## src/rtl/lstm_gate_if.sv

```systemverilog
// Handshake and data bundle for one lstm_gate_seq instance.
// The ovf signal exists only when LSTM_GATE_OVF_EN is defined.
interface lstm_gate_if #(
    parameter int dataWidth  = 8,
    parameter int inputSize  = 2,
    parameter int hiddenSize = 2
);
    logic                                      start;
    logic [dataWidth*inputSize-1:0]            x;
    logic [dataWidth*hiddenSize-1:0]           hid;
    logic [dataWidth*inputSize*hiddenSize-1:0] InW;
    logic [dataWidth*hiddenSize*hiddenSize-1:0] ReW;
    logic [dataWidth*hiddenSize-1:0]           b;
    logic                                      busy;
    logic                                      out_valid;
    logic [dataWidth*hiddenSize-1:0]           y;
`ifdef LSTM_GATE_OVF_EN
    logic                                      ovf;

    modport master (output start, x, hid, InW, ReW, b, input busy, out_valid, y, ovf);
    modport slave  (input start, x, hid, InW, ReW, b, output busy, out_valid, y, ovf);
`else
    modport master (output start, x, hid, InW, ReW, b, input busy, out_valid, y);
    modport slave  (input start, x, hid, InW, ReW, b, output busy, out_valid, y);
`endif
endinterface

```

## src/rtl/lstm_gate_seq.sv

```systemverilog
// Sequential LSTM gate: one time-multiplexed MAC, hard sigmoid or hard tanh activation.
// Optional sticky clamp flag ovf is enabled by defining LSTM_GATE_OVF_EN.
//
// state | meaning
// IDLE  | waiting for start; operands latched on acceptance
// MAC   | one product term accumulated per cycle
// ACT   | activation of the finished sum written to y[n]
// DONE  | out_valid pulse, then back to IDLE
module lstm_gate_seq #(
    parameter int    dataWidth  = 8,
    parameter int    fracWidth  = 4,
    parameter int    inputSize  = 2,
    parameter int    hiddenSize = 2,
    parameter string actType    = "sigmoid"
) (
    input logic        clk,
    input logic        rst,
    lstm_gate_if.slave bus
);
    localparam int N    = inputSize + hiddenSize;
    localparam int accW = 2*dataWidth + $clog2(N+1);
    localparam int nW   = (hiddenSize > 1) ? $clog2(hiddenSize) : 1;
    localparam int tW   = (N > 1) ? $clog2(N) : 1;
    localparam bit is_tanh = (actType == "tanh");

    localparam logic signed [accW-1:0] one_val  = accW'(1 << fracWidth);
    localparam logic signed [accW-1:0] half_val = accW'(1 << (fracWidth-1));
    localparam logic signed [accW-1:0] neg_one  = -one_val;
    localparam logic signed [accW-1:0] zero_val = '0;

    typedef enum logic [1:0] {IDLE, MAC, ACT, DONE} state_t;

    state_t                                     state;
    logic [nW-1:0]                              n;
    logic [tW-1:0]                              t;
    logic signed [accW-1:0]                     acc;
    logic [dataWidth*inputSize-1:0]             x_q;
    logic [dataWidth*hiddenSize-1:0]            hid_q;
    logic [dataWidth*inputSize*hiddenSize-1:0]  inw_q;
    logic [dataWidth*hiddenSize*hiddenSize-1:0] rew_q;
    logic [dataWidth*hiddenSize-1:0]            b_q;

    int                              ni, ti, nb_idx;
    logic signed [dataWidth-1:0]     op_a, op_w;
    logic signed [2*dataWidth-1:0]   prod;
    logic signed [accW-1:0]          prod_ext, a_val, r_val;
    logic                            clamp;
    logic                            unused_bits;

    function automatic logic signed [accW-1:0] bias_ext(input logic signed [dataWidth-1:0] v);
        logic signed [accW-1:0] e;
        e = {{(accW-dataWidth){v[dataWidth-1]}}, v};
        return e <<< fracWidth;
    endfunction

    always_comb begin
        ni     = int'(n);
        ti     = int'(t);
        nb_idx = (ni + 1 < hiddenSize) ? ni + 1 : 0;
        op_a   = '0;
        op_w   = '0;
        if (ti < inputSize) begin
            op_a = x_q[dataWidth*ti +: dataWidth];
            op_w = inw_q[dataWidth*(inputSize*ni + ti) +: dataWidth];
        end else begin
            op_a = hid_q[dataWidth*(ti-inputSize) +: dataWidth];
            op_w = rew_q[dataWidth*(hiddenSize*ni + ti - inputSize) +: dataWidth];
        end
        prod     = op_a * op_w;
        prod_ext = {{(accW-2*dataWidth){prod[2*dataWidth-1]}}, prod};
    end

    // The clamp flag marks a saturated result; landing exactly on a bound is not a clamp.
    always_comb begin
        a_val = acc >>> fracWidth;
        clamp = 1'b0;
        if (is_tanh) begin
            r_val = a_val;
            if (a_val > one_val) begin
                r_val = one_val;
                clamp = 1'b1;
            end else if (a_val < neg_one) begin
                r_val = neg_one;
                clamp = 1'b1;
            end
        end else begin
            r_val = (a_val >>> 2) + half_val;
            if (r_val > one_val) begin
                r_val = one_val;
                clamp = 1'b1;
            end else if (r_val < zero_val) begin
                r_val = zero_val;
                clamp = 1'b1;
            end
        end
    end

    assign unused_bits = ^r_val[accW-1:dataWidth];

    always_ff @(posedge clk) begin
        if (!rst) begin
            state         <= IDLE;
            n             <= '0;
            t             <= '0;
            acc           <= '0;
            x_q           <= '0;
            hid_q         <= '0;
            inw_q         <= '0;
            rew_q         <= '0;
            b_q           <= '0;
            bus.busy      <= 1'b0;
            bus.out_valid <= 1'b0;
            bus.y         <= '0;
`ifdef LSTM_GATE_OVF_EN
            bus.ovf       <= 1'b0;
`endif
        end else begin
            bus.out_valid <= 1'b0;
            case (state)
                IDLE: begin
                    if (bus.start) begin
                        x_q      <= bus.x;
                        hid_q    <= bus.hid;
                        inw_q    <= bus.InW;
                        rew_q    <= bus.ReW;
                        b_q      <= bus.b;
                        n        <= '0;
                        t        <= '0;
                        acc      <= bias_ext(bus.b[dataWidth-1:0]);
                        bus.busy <= 1'b1;
                        state    <= MAC;
`ifdef LSTM_GATE_OVF_EN
                        bus.ovf  <= 1'b0;
`endif
                    end
                end
                MAC: begin
                    acc <= acc + prod_ext;
                    if (ti == N-1) state <= ACT;
                    else           t     <= t + 1'b1;
                end
                ACT: begin
                    bus.y[dataWidth*ni +: dataWidth] <= r_val[dataWidth-1:0];
`ifdef LSTM_GATE_OVF_EN
                    if (clamp) bus.ovf <= 1'b1;
`endif
                    if (ni == hiddenSize-1) begin
                        state         <= DONE;
                        bus.out_valid <= 1'b1;
                    end else begin
                        n     <= n + 1'b1;
                        t     <= '0;
                        acc   <= bias_ext(b_q[dataWidth*nb_idx +: dataWidth]);
                        state <= MAC;
                    end
                end
                DONE: begin
                    bus.busy <= 1'b0;
                    state    <= IDLE;
                end
                default: state <= IDLE;
            endcase
        end
    end
endmodule

```

## src/flat_wrapper.sv

```systemverilog
// flat-port wrapper written by rule: the top's interface ports become plain ports
module lstm_gate_seq_flat 
#(
    parameter int    dataWidth  = 8,
    parameter int    fracWidth  = 4,
    parameter int    inputSize  = 2,
    parameter int    hiddenSize = 2,
    parameter string actType    = "       "
)
  (clk, rst, bus_start, bus_x, bus_hid, bus_InW, bus_ReW, bus_b, bus_busy, bus_out_valid, bus_y);
  lstm_gate_if #(.dataWidth(dataWidth), .inputSize(inputSize), .hiddenSize(hiddenSize)) bus_i ();
  input logic clk;
  input logic rst;
  input wire logic [$bits(bus_i.start)-1:0] bus_start;
  input wire logic [$bits(bus_i.x)-1:0] bus_x;
  input wire logic [$bits(bus_i.hid)-1:0] bus_hid;
  input wire logic [$bits(bus_i.InW)-1:0] bus_InW;
  input wire logic [$bits(bus_i.ReW)-1:0] bus_ReW;
  input wire logic [$bits(bus_i.b)-1:0] bus_b;
  output wire logic [$bits(bus_i.busy)-1:0] bus_busy;
  output wire logic [$bits(bus_i.out_valid)-1:0] bus_out_valid;
  output wire logic [$bits(bus_i.y)-1:0] bus_y;
  assign bus_i.start = bus_start;
  assign bus_i.x = bus_x;
  assign bus_i.hid = bus_hid;
  assign bus_i.InW = bus_InW;
  assign bus_i.ReW = bus_ReW;
  assign bus_i.b = bus_b;
  assign bus_busy = bus_i.busy;
  assign bus_out_valid = bus_i.out_valid;
  assign bus_y = bus_i.y;
  lstm_gate_seq #(.dataWidth(dataWidth), .fracWidth(fracWidth), .inputSize(inputSize), .hiddenSize(hiddenSize), .actType(actType)) u_core (.clk(clk), .rst(rst), .bus(bus_i));
endmodule
```

## config.mk

```make
export PLATFORM = sky130hd
export DESIGN_NAME = lstm_gate_seq_flat
export DESIGN_NICKNAME = d
export VERILOG_FILES = /design/src/rtl/lstm_gate_if.sv /design/src/rtl/lstm_gate_seq.sv /design/src/flat_wrapper.sv
export SDC_FILE = /design/constraint.sdc
export NUM_CORES = 1
export LEC_CHECK = 0
export ABC_AREA = 1
export CELL_PAD_IN_SITES_DETAIL_PLACEMENT = 0
export CELL_PAD_IN_SITES_GLOBAL_PLACEMENT = 1
export CORE_MARGIN = 2
export CORE_UTILIZATION = 47
export CTS_CLUSTER_SIZE = 16
export DETAILED_ROUTE_END_ITERATION = 8
export DONT_BUFFER_PORTS = 1
export PLACE_DENSITY = 0.92
export SLEW_MARGIN = 20
export SYNTH_ARGS = -nofsm -noshare
export SYNTH_HDL_FRONTEND = slang
export SYNTH_SLANG_ARGS = --single-unit
```

## constraint.sdc

```tcl
create_clock -name clk -period 8.65 [get_ports clk]
set_clock_uncertainty 0.15 [all_clocks]
set_input_delay 1.73 -clock clk [delete_from_list [all_inputs] [get_ports clk]]
set_output_delay 1.73 -clock clk [all_outputs]
set_load 0.1 [all_outputs]
```

==> results.cfg, run 1 <==
[layout]
fin_util = 0.513
flow.area_growth_from_synthesis_pct = 6.86
layout.nets = 1567
final_area_um2 = 10800
layout-drive-gt1-share = 0.0474
final_cells = 1605

[clock_network]
cts.repair_timing.setup_buffer_count = 0
path_clk_slew_ps = 80
cts.hold.buffers_added = 0
cts_root_buffer = sky130_fd_sc_hd__clkbuf_16
cts_tree = built
number_of_buffers_added_by_the_clock_tree_synthesis_step = 17
clock_sinks = 154
deepest_level_of_the_cts_h_tree = 4
resized_cells_post_cts = 0
max-clock-path-buffers = 2
clkLatencyLatePin_ps = 430

[synth]
ys_ff_latch = 154
synth_cell_type_count = 41
synth.avg_cell_area_um2 = 7.45
synth.yosys.warnings = 0
top_cell_types_by_occurrence_after_synthesis = 369 x sky130_fd_sc_hd__nor2_1, 169 x sky130_fd_sc_hd__o21ai_0, 154 x sky130_fd_sc_hd__dfxtp_1, 152 x sky130_fd_sc_hd__nand2_1, 135 x sky130_fd_sc_hd__inv_1
synth-seq-area-share = 0.304
yosys_most_used_dff = sky130_fd_sc_hd__dfxtp_1
netlist.top_cell.by_area = sky130_fd_sc_hd__dfxtp_1
synth_top_cell_area_share = 0.304
yosys.cell_count.top_type = sky130_fd_sc_hd__nor2_1
share_of_synthesized_flip_flops_with_an_asynchronous_set_or_reset = 0
syn_nets = 1610
synth_enable_flop_cells = 0
postSynthCellCount = 1359
combined_area_of_all_synthesized_cells_um2 = 10100
post_synth_main_area_contributors = sky130_fd_sc_hd__dfxtp_1 30%, sky130_fd_sc_hd__fa_1 17%, sky130_fd_sc_hd__nor2_1 14%, sky130_fd_sc_hd__o21ai_0 8.4%, sky130_fd_sc_hd__ha_1 6.3%

[place]
dpl.cell_count = 1572
buffer_ports.inserted = 0
finalWeightedCongestion = 0.873
dp_hpwl_mm = 18.4
dpl_cell_area_um2 = 10200

[sta]
setup_violations = 0
setup_tns_final_ps = 0
hold_violations = 0
rsz0062_at_grt = false
post-route-min-period_ps = 6680
layout_worst_path_cycle_share = 0.773
maxSlewHeadroom = 0.335
slew_violations = 0
tightest_slew_ps = 996
fmaxAchievable_ghz = 0.150

[floorplan]
placeableCoreArea_um2 = 21100
io-pin-count = 133
initial_core_util = 0.480
die_w_um = 151
total_die_area_um2 = 22700
die_height_um = 151
rows = 53

[critical_path]
r2r-start = u_core.t[1]
setup.worst_path.start_class = flop
critical_path_peak_fanout = 32
crit-reg2reg-capture = u_core.acc[18]
crit_required_ps = 8810
setup.reg_to_reg.worst_slack_ps = 1970
worstSetupPathType = flop to flop
arrival_ps = 6840
reg2regPathDepth = 23
worst_setup_path_end_kind = flop

[routing]
detail_route.vias_per_cell = 5.25
drcViolationCount = 0
drt-pass1-iter-count = 5
total_length_of_routed_wires_mm = 24.6
detail_routed_net_length_per_standard_cell_um = 15.3
routed_antenna_nets = 0
dr.first_iter.drc_count = 502
vias = 8420

[min_path]
hold_path_startpoint = u_core.hid_q[15]
timing.hold.worst_path_depth = 2
hold-path-endpoint = u_core.hid_q[15]
worst_hold_path_type = flop to flop

[grt]
global_route_wire_length_before_repair_mm = 40.7
grt_pass1_vias = 8142
antenna_found_initial = 1
global_route.overflow_total = 0
maximum_number_of_pins_on_one_net_before_global_route_repair = 142
tot_gr_track_use = 0.225

[job]
drv.max_cap_violation_count = 0

[status]
run_status = finished, final reports clean
-- state kept, by name (all words and copies together) (netlist names) --
register / count
u_core.rew_q: 32
u_core.b_q: 16
u_core.bus.y: 16
u_core.x_q: 16
u_core.bus.busy: 1
u_core.hid_q: 16
u_core.n: 1
u_core.bus.out_valid: 1
u_core.inw_q: 32
u_core.acc: 19
u_core.t: 2
u_core.state: 2
-- cell usage in the layout, fill, tap and decap left out, types with 3 or more instances in the layout --
cell type / n
sky130_fd_sc_hd__clkbuf_16: 17
sky130_fd_sc_hd__and2_1: 6
sky130_fd_sc_hd__a22oi_1: 3
sky130_fd_sc_hd__a211oi_1: 3
sky130_fd_sc_hd__fa_1: 85
sky130_fd_sc_hd__buf_4: 6
sky130_fd_sc_hd__inv_8: 3
sky130_fd_sc_hd__o211ai_1: 8
sky130_fd_sc_hd__clkinv_4: 3
sky130_fd_sc_hd__nor3_1: 4
sky130_fd_sc_hd__o32ai_1: 16
sky130_fd_sc_hd__nor2_1: 369
sky130_fd_sc_hd__o21ai_0: 169
sky130_fd_sc_hd__nand3_1: 40
sky130_fd_sc_hd__nand4_1: 4
sky130_fd_sc_hd__inv_6: 3
sky130_fd_sc_hd__clkinv_8: 4
sky130_fd_sc_hd__or2_2: 6
sky130_fd_sc_hd__nand2_2: 5
sky130_fd_sc_hd__inv_2: 9
sky130_fd_sc_hd__o21ai_1: 6
sky130_fd_sc_hd__a21oi_1: 46
sky130_fd_sc_hd__nand2_1: 151
sky130_fd_sc_hd__ha_1: 51
sky130_fd_sc_hd__dfxtp_1: 154
sky130_fd_sc_hd__inv_1: 135
-- stage by stage --
step	setup WS, ps	hold slack (ps)
final	1970	330
after global routing	1320	353
after CTS	1980	330
after detailed placement	1980	317
after global placement	2050	310
after floorplan	2340	297
-- worst max-delay path, cell delays in order, from the launching register on --
cell	delay, ps
sky130_fd_sc_hd__dfxtp_1	440
sky130_fd_sc_hd__inv_2	190
sky130_fd_sc_hd__ha_1	890
sky130_fd_sc_hd__o21ai_0	230
sky130_fd_sc_hd__o32ai_1	240
sky130_fd_sc_hd__nand2_1	100
sky130_fd_sc_hd__nand2_1	130
sky130_fd_sc_hd__inv_2	80
sky130_fd_sc_hd__nor2_1	240
sky130_fd_sc_hd__fa_1	510
sky130_fd_sc_hd__inv_1	230
sky130_fd_sc_hd__fa_1	540
sky130_fd_sc_hd__fa_1	580
sky130_fd_sc_hd__inv_1	60
sky130_fd_sc_hd__fa_1	480
sky130_fd_sc_hd__ha_1	310
sky130_fd_sc_hd__ha_1	350
sky130_fd_sc_hd__nand2_1	110
sky130_fd_sc_hd__nor2_1	180
sky130_fd_sc_hd__nand4_1	130
sky130_fd_sc_hd__o21ai_0	180
sky130_fd_sc_hd__nand2_1	70
sky130_fd_sc_hd__nand3_1	90
sky130_fd_sc_hd__a21oi_1	70
-- metal layers --
| metal | vias up | share of wire | GRT usage |
|---|---|---|---|
| li1 | 4241 | - | - |
| met1 | 3965 | 0.48 | 0.322 |
| met2 | 193 | 0.46 | 0.360 |
| met3 | 21 | 0.050 | 0.0383 |
| met4 | 0 | 0.012 | 0.0463 |
| met5 | - | 0 | 0 |
-- cells by family after synthesis --
family	share of synthesized area
adders and majority gates	0.231
buffers and inverters	0.0858
DFF	0.304
and+or+nand+nor	0.232
xor gates and xnor gates	0.00260
AOI/OAI and AO/OA	0.144
-- final cells by class --
class                      count  area [µm²]
fill                        2085       10300
sequential                   154        3080
tap                          275         344
inverter                     145         546
clock buffer                  17         425
timing repair buffer           6        45.0
antenna                        1        2.50
clock inverter                15         198
multi-input combinational    992        6180
-- how the worst max path moves through the flow --
stage	from	to	slack, ps	depth (start not counted)
after floorplan	u_core.t[1]	u_core.acc[8]	2340	22
after global placement	u_core.t[1]	u_core.acc[18]	2050	22
after detailed placement	u_core.t[1]	u_core.acc[18]	1980	23
after CTS	u_core.t[1]	u_core.acc[18]	1980	23
after global routing	u_core.t[1]	u_core.acc[18]	1320	24
final	u_core.t[1]	u_core.acc[18]	1970	23
Power of run 1 is left out: the tool's default activity adds up to more than one toggle a clock period on the data nets, which glitch-free logic cannot reach.
==> run 2: changes to the inputs <==
--- a/config.mk
+++ b/config.mk
@@ -5,15 +5,15 @@
 export SDC_FILE = /design/constraint.sdc
 export NUM_CORES = 1
 export LEC_CHECK = 0
-export ABC_AREA = 1
+export ABC_AREA = 0
 export CELL_PAD_IN_SITES_DETAIL_PLACEMENT = 0
 export CELL_PAD_IN_SITES_GLOBAL_PLACEMENT = 1
 export CORE_MARGIN = 2
-export CORE_UTILIZATION = 47
+export CORE_UTILIZATION = 45
 export CTS_CLUSTER_SIZE = 16
 export DETAILED_ROUTE_END_ITERATION = 8
 export DONT_BUFFER_PORTS = 1
-export PLACE_DENSITY = 0.92
+export PLACE_DENSITY = 0.9
 export SLEW_MARGIN = 20
 export SYNTH_ARGS = -nofsm -noshare
 export SYNTH_HDL_FRONTEND = slang
==> constraint.sdc (replaced) <==
create_clock -name clk -period 5.5 [get_ports clk]
set_clock_uncertainty 0.15 [all_clocks]
set_input_delay 1.1 -clock clk [delete_from_list [all_inputs] [get_ports clk]]
set_output_delay 1.1 -clock clk [all_outputs]
set_load 0.1 [all_outputs]
==> results.cfg, run 2 <==
[status]
failed_checks = setup timing
run_status = finished with violations

[routing]
detail_routed_net_length_per_standard_cell_um = 17.1
detail_route.vias_per_cell = 5.36
drcViolationCount = 0
vias = 8145
dr.first_iter.drc_count = 437
total_length_of_routed_wires_mm = 26.0
drt-pass1-iter-count = 5
routed_antenna_nets = 0

[critical_path]
arrival_ps = 5990
worstSetupPathType = flop to flop
startpoint = u_core.t[1]
setup.reg_to_reg.worst_slack_ps = -330
r2r-start = u_core.t[1]
reg2regPathDepth = 19
setup.worst_path.start_class = flop
crit_required_ps = 5660
critical_path_peak_fanout = 7
worst_setup_path_end_kind = flop
crit-reg2reg-capture = u_core.acc[10]
cp-endpoint = u_core.acc[10]

[place]
dp_hpwl_mm = 18.6
dp_worst_setup_slack_ps = -361
dpl.cell_count = 1470
dpl_cell_area_um2 = 11300
finalWeightedCongestion = 0.924
buffer_ports.inserted = 0

[min_path]
worst_hold_path_type = flop to flop
timing.hold.worst_path_depth = 2

[layout]
layout-drive-gt1-share = 0.236
flow.area_growth_from_synthesis_pct = 23.3
layout.nets = 1475
layout_commonest_cell = sky130_fd_sc_hd__nand2_1
mostFrequentLayoutCells = 275 x sky130_fd_sc_hd__nand2_1, 149 x sky130_fd_sc_hd__dfxtp_1, 122 x sky130_fd_sc_hd__a21boi_0
reg.largest.list = u_core.inw_q (32), u_core.rew_q (32), u_core.acc (19)
final_cells = 1521
fill_cells = 1928
diodes = 0
final_area_um2 = 12600

[pwr]
power_switching_share = 0.415
combinationalPowerShare = 0.572
seq_power_share = 0.238
switching_power_uw = 2670
power_frac_clock = 0.190
internal_power_uw = 3770
power-per-cell-area_nw_per_um2 = 512
ir_worst_vdd_v = 0.000252
p_leak_uw = 0.00521

[sta]
slew_violations = 0
setup_tns_final_ps = -2100
setup_violations = 11
maxSlewHeadroom = 0.320
layout_worst_path_cycle_share = 1.06
post-route-min-period_ps = 5830
rsz0062_at_grt = true
tightest_slew_ps = 1020
fin_worst_hold_slack_ps = 311
finalWorstSetupSlack_ps = -330
fmaxAchievable_ghz = 0.172
hold_violations = 0

[floorplan]
placeableCoreArea_um2 = 22400
die_w_um = 155
io-pin-count = 133
total_die_area_um2 = 23900
initial_core_util = 0.454
die_height_um = 155
rows = 55

[clock_network]
cts_tree = built
clkLatencyLatePin_ps = 440
number_of_buffers_added_by_the_clock_tree_synthesis_step = 17
cts_root_buffer = sky130_fd_sc_hd__clkbuf_16
deepest_level_of_the_cts_h_tree = 4
clock_sinks = 152
max-clock-path-buffers = 2
path_clk_slew_ps = 70
cts.hold.buffers_added = 0

[synth]
postSynthCellCount = 1150
yosys_most_used_dff = sky130_fd_sc_hd__dfxtp_1
syn_nets = 1401
synth.yosys.warnings = 0
combined_area_of_all_synthesized_cells_um2 = 10200
synth_cell_type_count = 64
top_cell_types_by_occurrence_after_synthesis = 278 x sky130_fd_sc_hd__nand2_1, 152 x sky130_fd_sc_hd__dfxtp_1, 122 x sky130_fd_sc_hd__a21boi_0, 94 x sky130_fd_sc_hd__inv_1, 85 x sky130_fd_sc_hd__fa_1
synth_enable_flop_cells = 0
share_of_synthesized_flip_flops_with_an_asynchronous_set_or_reset = 0
synth_top_cell_area_share = 0.298
yosys.cell_count.top_type = sky130_fd_sc_hd__nand2_1
synth-seq-area-share = 0.298
post_synth_main_area_contributors = sky130_fd_sc_hd__dfxtp_1 30%, sky130_fd_sc_hd__fa_1 17%, sky130_fd_sc_hd__nand2_1 10%, sky130_fd_sc_hd__a21boi_0 9.0%, sky130_fd_sc_hd__ha_1 6.3%
ys_ff_latch = 152
netlist.top_cell.by_area = sky130_fd_sc_hd__dfxtp_1
synth.avg_cell_area_um2 = 8.87

[grt]
maximum_number_of_pins_on_one_net_before_global_route_repair = 150
antenna_found_initial = 0
grt_pass1_vias = 8069
global_route_wire_length_before_repair_mm = 40.7
tot_gr_track_use = 0.215
global_route.overflow_total = 0

[job]
drv.max_cap_violation_count = 0
[run 2: cell count changes in the layout (fill, tap and decap cells not counted), moves of 16 or more]
cell                       change
sky130_fd_sc_hd__a21boi_0    +122
sky130_fd_sc_hd__nand3_1      -21
sky130_fd_sc_hd__mux4_2       +18
sky130_fd_sc_hd__ha_4         +23
sky130_fd_sc_hd__nor2_1      -313
sky130_fd_sc_hd__nand2_1     +124
sky130_fd_sc_hd__a21oi_1      -35
sky130_fd_sc_hd__nor2b_1      +17
sky130_fd_sc_hd__o32ai_1      -16
sky130_fd_sc_hd__inv_1        -52
sky130_fd_sc_hd__o21ai_0     -153
sky130_fd_sc_hd__ha_1         -25
sky130_fd_sc_hd__buf_4        +93
[run 2: how the worst min path moves through the flow]
stage                           startpoint                to  slack, ps
after global routing      u_core.rew_q[10]  u_core.rew_q[10]        320
final                        u_core.x_q[3]     u_core.x_q[3]        310
after global placement       u_core.b_q[0]     u_core.b_q[0]        300
after CTS                  u_core.hid_q[2]   u_core.hid_q[2]        310
after floorplan              u_core.b_q[0]     u_core.b_q[0]        290
after detailed placement  u_core.hid_q[14]  u_core.hid_q[14]        300
[run 2: area by class of cell]
type | instances | area, µm² | share of cell area
Clock buffer | 17 | 425 | 0.0338
Clock inverter | 14 | 185 | 0.0147
Inverter | 95 | 364 | 0.0290
Multi-Input combinational cell | 841 | 7180 | 0.571
Sequential cell | 152 | 3050 | 0.243
Tap cell | 285 | 357 | 0.0284
Timing Repair Buffer | 117 | 1010 | 0.0801
[run 2: what timing repair did]
action / in CTS / in global routing
buffers inserted: 8 / 12
gates resized for setup: 50 / 50
pin swaps: 44 / 65
endpoints found under the setup margin: 12 / 13
[run 2: power groups by stage]
stage          Combinational (µW)  Sequential, µW  Clock (µW)
6_report                     3680            1530        1220
5_1_grt                      4000            1560        1290
4_1_cts                      3330            1530        1230
3_5_place_dp                 2980            1550           0
3_3_place_gp                 2910            1540           0
2_1_floorplan                2150            1470           0
[run 2: metal layers]
metal / track usage / share of wire / vias to the layer above
met5: 0 / 0 / -
met3: 0.0417 / 0.049 / 47
met4: 0.0551 / 0.020 / 0
li1: - / - / 3933
met2: 0.358 / 0.47 / 230
met1: 0.288 / 0.46 / 3935
[run 2: critical path: stages (launching register included)]
cell and delay, ps:
sky130_fd_sc_hd__dfxtp_2 350, sky130_fd_sc_hd__clkinv_4 60, sky130_fd_sc_hd__ha_4 310, sky130_fd_sc_hd__buf_12 130, sky130_fd_sc_hd__mux4_2 340, sky130_fd_sc_hd__a22o_4 260
sky130_fd_sc_hd__buf_4 140, sky130_fd_sc_hd__nor2b_4 130, sky130_fd_sc_hd__fa_1 520, sky130_fd_sc_hd__fa_1 460, sky130_fd_sc_hd__fa_1 510, sky130_fd_sc_hd__fa_1 540
sky130_fd_sc_hd__fa_1 460, sky130_fd_sc_hd__ha_4 340, sky130_fd_sc_hd__o21ai_4 80, sky130_fd_sc_hd__o21bai_1 240, sky130_fd_sc_hd__a21oi_2 110, sky130_fd_sc_hd__xnor2_2 170
sky130_fd_sc_hd__a221oi_2 320, sky130_fd_sc_hd__nor4b_2 90
[run 2: through the flow]
step / util / power [µW]
2_1_floorplan: - / 3630
3_3_place_gp: 0.502 / 4450
3_5_place_dp: 0.502 / 4530
4_1_cts: 0.546 / 6090
5_1_grt: 0.560 / 6850
6_report: 0.560 / 6440
[run 2: cell families after synthesis]
family	share of synthesized area
simple gates	0.179
compound gates	0.158
buf+inv	0.0594
flops	0.298
fa+ha+maj	0.229
mux	0.0599
xor+xnor	0.0155
(Power assumes the default switching activity.)
==> run 3: changes to the inputs <==
--- a/config.mk
+++ b/config.mk
@@ -14,6 +14,7 @@
 export DETAILED_ROUTE_END_ITERATION = 8
 export DONT_BUFFER_PORTS = 1
 export PLACE_DENSITY = 0.9
+export REMOVE_ABC_BUFFERS = 1
 export SLEW_MARGIN = 20
 export SYNTH_ARGS = -nofsm -noshare
 export SYNTH_HDL_FRONTEND = slang
==> results.cfg, run 3 (synthesis results as in run 2) <==
[routing]
total_length_of_routed_wires_mm = 25.9
met3_wirelength_um = 801
detail_route.vias_per_cell = 5.25
top_signal_layer_used = met4
detail_routed_net_length_per_standard_cell_um = 17.0
vias = 8002
wl_met2_mm = 13.3
dr.first_iter.drc_count = 415
routed_antenna_nets = 0
drcViolationCount = 0
drt-pass1-iter-count = 4
wl_met1_mm = 11.2

[status]
run_status = finished with violations
failed_checks = setup timing

[sta]
setup_tns_final_ps = -2350
maxSlewHeadroom = 0.307
setup_violations = 9
fmaxAchievable_ghz = 0.170
finalWorstSetupSlack_ps = -394
rsz0062_at_grt = true
layout_worst_path_cycle_share = 1.07
tightest_slew_ps = 1040
slew_violations = 0
hold_violations = 0
post-route-min-period_ps = 5890

[pwr]
combinationalPowerShare = 0.561
switching_power_uw = 2550
power-per-cell-area_nw_per_um2 = 494
power_switching_share = 0.420
power_frac_clock = 0.187
internal_power_uw = 3520
p_leak_uw = 0.00519
seq_power_share = 0.252
ir_worst_vdd_v = 0.000243

[grt]
maximum_number_of_pins_on_one_net_before_global_route_repair = 150
tot_gr_track_use = 0.223
global_route_wire_length_before_repair_mm = 42.4
grt_pass1_vias = 8459
antenna_found_initial = 0
global_route.overflow_total = 0

[floorplan]
initial_core_util = 0.454
rows = 55
total_die_area_um2 = 23900
io-pin-count = 133
die_height_um = 155
die_w_um = 155
placeableCoreArea_um2 = 22400

[job]
drv.max_cap_violation_count = 0

[layout]
reg.largest.list = u_core.inw_q (32), u_core.rew_q (32), u_core.acc (19)
final_cells = 1524
flow.area_growth_from_synthesis_pct = 20.4
mostFrequentLayoutCells = 276 x sky130_fd_sc_hd__nand2_1, 149 x sky130_fd_sc_hd__dfxtp_1, 122 x sky130_fd_sc_hd__a21boi_0
diodes = 0
layout_commonest_cell = sky130_fd_sc_hd__nand2_1
final_area_um2 = 12300
layout-drive-gt1-share = 0.211
layout.nets = 1477

[critical_path]
crit_required_ps = 5720
crit_chain = inv_1 > ha_4 > buf_6 > mux4_2 > a22oi_4 > inv_2 > buf_6 > fa_1 > fa_1 > fa_1 > fa_1 > fa_1 > ha_4 > a2111oi_4 > buf_4 > buf_4 > o21ai_2 > mux2_4 > nor2_2
cpMaxStageDelayCell = sky130_fd_sc_hd__fa_1
worst_setup_path_end_kind = flop
crit_top_cell = sky130_fd_sc_hd__fa_1
critical_path_peak_fanout = 5
critPathMaxStageDelay_ps = 580
arrival_ps = 6110
setup.worst_path.start_class = flop
worstSetupPathType = flop to flop

[place]
dpl_cell_area_um2 = 11100
finalWeightedCongestion = 0.932
dpl.cell_count = 1476
dp_hpwl_mm = 18.8
buffer_ports.inserted = 0

[clock_network]
clock_sinks = 152
cts_root_buffer = sky130_fd_sc_hd__clkbuf_16
max-clock-path-buffers = 2
deepest_level_of_the_cts_h_tree = 4
number_of_buffers_added_by_the_clock_tree_synthesis_step = 17
cts_tree = built
path_clk_slew_ps = 70
clkLatencyLatePin_ps = 440

[min_path]
worst_hold_path_type = flop to flop
## run 3: cell types whose count changed in the layout (fill, tap and decap cells not counted), sizes merged
| cell | change |
|---|---|
| buf | +2 |
| bufinv | -3 |
| clkbuf | +1 |
| clkinv | +4 |
| clkinvlp | -2 |
| inv | +1 |
## run 3: timing repair
| item | 4_1_cts | 5_1_grt |
|---|---|---|
| setup endpoints to repair | 13 | 13 |
| pin swaps | 41 | 29 |
| gates resized for setup | 54 | 42 |
| buffers inserted | 8 | 8 |
| hold buffers | 0 | 0 |
## run 3: stage by stage
stage	util	worst slack (ps)	total power, µW	hold slack [ps]
2_1_floorplan	-	-1430	3370	290
3_3_place_gp	0.496	-538	4400	295
3_5_place_dp	0.496	-665	4450	305
4_1_cts	0.536	-275	5900	314
5_1_grt	0.547	-555	6530	324
6_report	0.547	-394	6060	312
## run 3: layout make-up
| class | count | area (µm²) |
|---|---|---|
| Fill cell | 1961 | 10200 |
| Multi-Input combinational cell | 841 | 6950 |
| Sequential cell | 152 | 3050 |
| Timing Repair Buffer | 119 | 998 |
| Clock buffer | 18 | 429 |
| Inverter | 95 | 362 |
| Tap cell | 285 | 357 |
| Clock inverter | 14 | 129 |
## run 3: power by group through the flow
stage / logic (µW) / registers (µW) / clock network, µW
floorplan: 1860 / 1510 / 0
global placement: 2850 / 1550 / 0
detailed placement: 2900 / 1550 / 0
CTS: 3210 / 1530 / 1150
global route: 3770 / 1560 / 1200
finish: 3400 / 1530 / 1130
## run 3: metal layers
| layer | global-route usage | up-vias |
|---|---|---|
| met3 | 0.0361 | 44 |
| li1 | - | 3922 |
| met4 | 0.0767 | 0 |
| met1 | 0.280 | 3895 |
| met5 | 0 | - |
| met2 | 0.390 | 141 |
## run 3: worst max-delay path: cells and delay by family (launching register included)
kind	cells	cell delay, ps
buffers and inverters	6	740
and+or+nand+nor	1	90
adders and majority gates	7	3050
muxes	2	870
AOI/OAI and AO/OA	3	610
DFF	1	330
## run 3: path summary, 6_finish.rpt
kind                                 startpoint              end  slack [ps]  cells after the start
worst max-delay path                   u_core.n   u_core.acc[15]        -390                     19
worst min register to register  u_core.hid_q[9]  u_core.hid_q[9]         310                      2
worst max register to register         u_core.n   u_core.acc[15]        -390                     19
worst min-delay path            u_core.hid_q[9]  u_core.hid_q[9]         310                      2
